--- config.mk ---
export PLATFORM = sky130hd
export DESIGN_NAME = if_id_fetch
export DESIGN_NICKNAME = d
export VERILOG_FILES = /design/src/rtl/if_id_fetch.sv
export SDC_FILE = /design/constraint.sdc
export NUM_CORES = 1
export LEC_CHECK = 0
export CORE_MARGIN = 1
export CORE_UTILIZATION = 38
export DETAILED_ROUTE_END_ITERATION = 10
export GPL_TIMING_DRIVEN = 0
export PLACE_DENSITY_LB_ADDON = 0.05
export SETUP_SLACK_MARGIN = 0.02
export SLEW_MARGIN = 20
export SYNTH_ARGS = -nofsm -noshare
export SYNTH_HDL_FRONTEND = slang
export SYNTH_SLANG_ARGS = --single-unit
export TNS_END_PERCENT = 20
--- constraint.sdc ---
create_clock -name clock -period 1.95 [get_ports clock]
set_input_delay 0.195 -clock clock [delete_from_list [all_inputs] [get_ports clock]]
set_output_delay 0.195 -clock clock [all_outputs]
set_load 0.02 [all_outputs]
--- src/rtl/if_id_fetch.sv ---
// Instruction-fetch stage with IF/ID pipeline register: PC, branch redirect, freeze and load-use stall.
// Define IF_ID_PERF_EN to build saturating stall/flush performance counters.
module if_id_fetch #(
    parameter logic [31:0] RESET_PC  = 32'h0000_0000,
    parameter logic [31:0] PC_STEP   = 32'd4,
    parameter logic [31:0] NOP_INSTR = 32'h0000_0000
) (
    input  logic        clock,
    input  logic        reset_n,
    input  logic [31:0] instr_mem,
    output logic [31:0] pc_out,
    input  logic        desvio_ex,
    input  logic [31:0] alvo_desvio,
    input  logic        stall_ext,
    input  logic        idex_le_mem,
    input  logic [4:0]  idex_rd,
    output logic [31:0] saida_PC,
    output logic [31:0] saida_MI,
    output logic        saida_valido,
    output logic        bolha_idex,
    output logic [31:0] cont_stall,
    output logic [31:0] cont_flush
);

    logic [31:0] pc_q, pc_d;
    logic [31:0] pc_id_q, pc_id_d;
    logic [31:0] instr_id_q, instr_id_d;
    logic        vld_id_q, vld_id_d;
    logic [31:0] pc_inc;
    logic        haz;
    logic        take_flush;
    logic        take_stall;

    assign pc_inc = pc_q + PC_STEP;

    // Both rs and rt fields are compared regardless of opcode; conservative but safe.
    assign haz = vld_id_q && idex_le_mem && (idex_rd != 5'd0) &&
                 ((idex_rd == instr_id_q[25:21]) || (idex_rd == instr_id_q[20:16]));

    assign take_flush = desvio_ex;
    assign take_stall = !desvio_ex && !stall_ext && haz;

    always_comb begin
        pc_d       = pc_inc;
        pc_id_d    = pc_inc;
        instr_id_d = instr_mem;
        vld_id_d   = 1'b1;
        if (desvio_ex) begin
            pc_d       = alvo_desvio;
            pc_id_d    = 32'd0;
            instr_id_d = NOP_INSTR;
            vld_id_d   = 1'b0;
        end else if (stall_ext || haz) begin
            pc_d       = pc_q;
            pc_id_d    = pc_id_q;
            instr_id_d = instr_id_q;
            vld_id_d   = vld_id_q;
        end
    end

    always_ff @(posedge clock) begin
        if (!reset_n) begin
            pc_q       <= RESET_PC;
            pc_id_q    <= 32'd0;
            instr_id_q <= NOP_INSTR;
            vld_id_q   <= 1'b0;
        end else begin
            pc_q       <= pc_d;
            pc_id_q    <= pc_id_d;
            instr_id_q <= instr_id_d;
            vld_id_q   <= vld_id_d;
        end
    end

    assign pc_out       = pc_q;
    assign saida_PC     = pc_id_q;
    assign saida_MI     = instr_id_q;
    assign saida_valido = vld_id_q;
    assign bolha_idex   = reset_n && (take_flush || take_stall);

`ifdef IF_ID_PERF_EN
    logic [31:0] stall_cnt_q, stall_cnt_d;
    logic [31:0] flush_cnt_q, flush_cnt_d;

    always_comb begin
        stall_cnt_d = stall_cnt_q;
        flush_cnt_d = flush_cnt_q;
        if (take_stall && (stall_cnt_q != 32'hFFFF_FFFF)) stall_cnt_d = stall_cnt_q + 32'd1;
        if (take_flush && (flush_cnt_q != 32'hFFFF_FFFF)) flush_cnt_d = flush_cnt_q + 32'd1;
    end

    always_ff @(posedge clock) begin
        if (!reset_n) begin
            stall_cnt_q <= 32'd0;
            flush_cnt_q <= 32'd0;
        end else begin
            stall_cnt_q <= stall_cnt_d;
            flush_cnt_q <= flush_cnt_d;
        end
    end

    assign cont_stall = stall_cnt_q;
    assign cont_flush = flush_cnt_q;
`else
    assign cont_stall = 32'd0;
    assign cont_flush = 32'd0;
`endif

endmodule

==> impl_metrics.yaml <==
cells_and_area:
  fin_area_um2: 7960
  area_growth_pct: 58.6
  nets: 966
  layout-drive-gt1-share: 0.214
  layout_commonest_cell: "clkdlybuf4s50_1"
  layout_common_cells: "clkdlybuf4s50_1, buf_4, nand2_1"
  antenna_cells: 0
clocking:
  clk_pin_slew_ns: 0.07
  cts_hold_buf: 0
  cts_made_buffers: 9
  clock-sinks: 97
  worstSkewPairLatency_ns: 0.34
  cts_tree: "done"
  clockBufferDepth: 2
  clock-root-buffer: "clkbuf_16"
  htreeDepth: 3
status:
  violations: "negative setup slack"
  outcome: "finished with violations"
sta:
  post-route-min-period_ns: 1.99
  tightest_slew_ns: 0.629
  setup_viol: 2
  max_freq_ghz: 0.502
  hold_viol_final: 0
  setup_ws_ns: -0.0424
  slew_violations: 0
  relSlewSlack: 0.581
  finClkSkew_ns: 0.00713
  rsz0062_at_grt: "true"
  final.period_utilization: 1.02
synthesis:
  syn_area_um2: 5020
  synth-main-ff-cell: "dfxtp_1"
  async_flop_share: 0
  synth_top_family_by_area: "simple AND/OR/NAND/NOR gates"
  synthXorXnorAreaFrac: 0.0786
  ys_types: 44
  ys_ff_latch: 97
  synthCells: 618
  yosys_warnings: 0
  avgSynthCellArea_um2: 8.12
  synthAdderAreaFrac: 0.00249
  synthMuxAreaShare: 0.00399
  yosysSeqAreaShare: 0.387
  synth_edf_count: 0
  synth-compound-area-share: 0.188
  synthSimpleGateAreaFrac: 0.201
worst_hold_path:
  hold_depth: 3
  whs_endpoint: "saida_MI[31]"
  worst_hold_path_type: "input pin to register"
  min-delay-start: "instr_mem[31]"
die:
  std_cell_rows: 41
  core-area_um2: 12700
  fp.dieW_um: 117
  io_pins: 236
  dieArea_um2: 13700
  die_y_um: 117
  initial_utilization: 0.394
place:
  place_hpwl_um: 12000
  post_dp_cell_area_um2: 7230
  portBuffers: 171
  place_congestion: 0.845
power:
  fin_total_pwr_uw: 5030
  power_frac_comb: 0.227
  pwr-share-seq: 0.434
  netSwitchingPower_uw: 1490
  peakVddDrop_mv: 0.518
  p_leak_uw: 0.00310
  clockPowerShare: 0.339
  switching_share: 0.297
  p_per_area_nw_per_um2: 633
  internal-power_uw: 3540
grt:
  grt_overflow: 0
  grt_start_max_net_pins: 17
  track_usage: 0.234
  antenna_found_initial: 0
  grt_pass1_vias: 4675
  grt_pass1_wl_um: 24400
critical_path:
  r2r-start: "pc_out[5]"
  reg2reg_depth: 7
  required_ns: 1.75
  worstSetupStartpointType: "input pin"
  cp_max_fo: 3
  r2r_slack_ns: -0.03
  crit_type: "input pin to output port"
  end_kind: "output port"
  cp.arrival_ns: 1.80
  worstReg2RegEnd: "pc_out[23]"
drt:
  ant_nets: 0
  wl_um: 16500
  num_vias: 5227
  drt_drc_violations_left: 0
  viasPerCell: 4.89
  routedWlPerCell_um: 15.4
  drtPass1Iterations: 5
  drt_iter0_drc: 325
flow_run:
  drv_cap: 0
## cell families after synthesis
logic type | count (synthesis)
AO/OA/AOI/OAI | 155
XOR/XNOR | 45
adder cells (fa/ha/maj) | 1
buffers and inverters | 112
flip-flops | 97
multiplexers | 2
other | 1
AND/OR/NAND/NOR | 205
## sequential cells by signal, indices dropped and copies added (netlist names)
register,cells
saida_valido,1
saida_PC,32
saida_MI,32
pc_out,32
## routing by layer
layer | global-route usage | wire length, µm | vias up
met5 | 0 | 0 | -
met4 | 0.0549 | 100 | 0
met3 | 0.0597 | 1390 | 8
met2 | 0.406 | 8060 | 224
met1 | 0.289 | 6940 | 2440
li1 | - | - | 2555
## worst max-delay path by stage
stage	slack, ns	start	end
finish	-0.04	idex_rd[1]	bolha_idex
global route	-0.11	saida_MI[20]	bolha_idex
CTS	-0.07	saida_MI[17]	bolha_idex
detailed placement	-1.0	idex_rd[0]	bolha_idex
global placement	-0.98	idex_rd[0]	bolha_idex
floorplan	-0.02	pc_out[3]	pc_out[26]
## per-stage QoR
stage | setup slack [ns] | TNS [ns] | utilization | hold slack, ns | instances
after global routing | -0.113 | -2.79 | 0.625 | 0.394 | 1068
final | -0.0424 | -0.0708 | 0.625 | 0.391 | 1068
after CTS | -0.0706 | -0.362 | 0.605 | 0.379 | 1058
after detailed placement | -1.00 | -69.74 | 0.568 | 0.448 | 1024
after global placement | -0.979 | -66.49 | 0.568 | 0.440 | 1024
after floorplan | -0.0205 | -0.0205 | - | 0.329 | 681
## critical path, cell delays in order
cell and delay, ns:
buf_2 0.14, or3_1 0.34, o311a_1 0.40, buf_6 0.14
and2_4 0.13, nor2b_4 0.11, o21a_1 0.20, buf_6 0.14
## what timing repair did
| item | 4_1_cts | 5_1_grt |
|---|---|---|
| gates resized for setup | 50 | 53 |
| setup buffers | 18 | 9 |
| pin swaps | 20 | 9 |
| cloned | 0 | 2 |
| setup endpoints to repair | 93 | 93 |
## cell usage after synthesis (2+ instances only)
master,instances,area [µm²]
a211oi_1,31,233
nor3_1,5,25.0
mux2i_1,2,20.0
o31ai_1,10,75.1
nor4_1,2,12.5
buf_4,68,510
a31oi_1,18,113
xnor2_1,37,324
o21ai_0,40,200
or4_1,5,37.5
buf_2,12,60.1
nand4_1,6,37.5
clkbuf_1,25,93.8
nor2b_1,4,25.0
a21oi_1,49,245
dfxtp_1,97,1940
and4_1,2,17.5
nand3_1,16,80.1
nand2_1,92,345
nor4_4,2,42.5
and3_1,7,43.8
inv_1,5,18.8
nand3b_1,7,52.6
or3_1,8,50.1
nand2b_1,2,12.5
xor2_1,8,70.1
nor2_1,41,154
## power groups by stage
| stage | sequential (µW) | combinational (µW) | clock (µW) |
|---|---|---|---|
| finish | 2180 | 1140 | 1710 |
| global route | 2200 | 1220 | 1820 |
| floorplan | 2320 | 515 | 0 |
| detailed placement | 2230 | 1070 | 0 |
| CTS | 2180 | 1090 | 1750 |
| global placement | 2220 | 1060 | 0 |
## layout make-up
| type | instances | area (µm²) |
|---|---|---|
| tap | 172 | 215 |
| clock inverter | 5 | 38.8 |
| multi-input combinational | 472 | 2760 |
| clock buffer | 11 | 243 |
| sequential | 97 | 1990 |
| buffer | 106 | 748 |
| inverter | 5 | 18.8 |
| fill | 1179 | 4770 |
| timing repair buffer | 200 | 1940 |
Note: power is estimated with default switching activity, not from simulation.
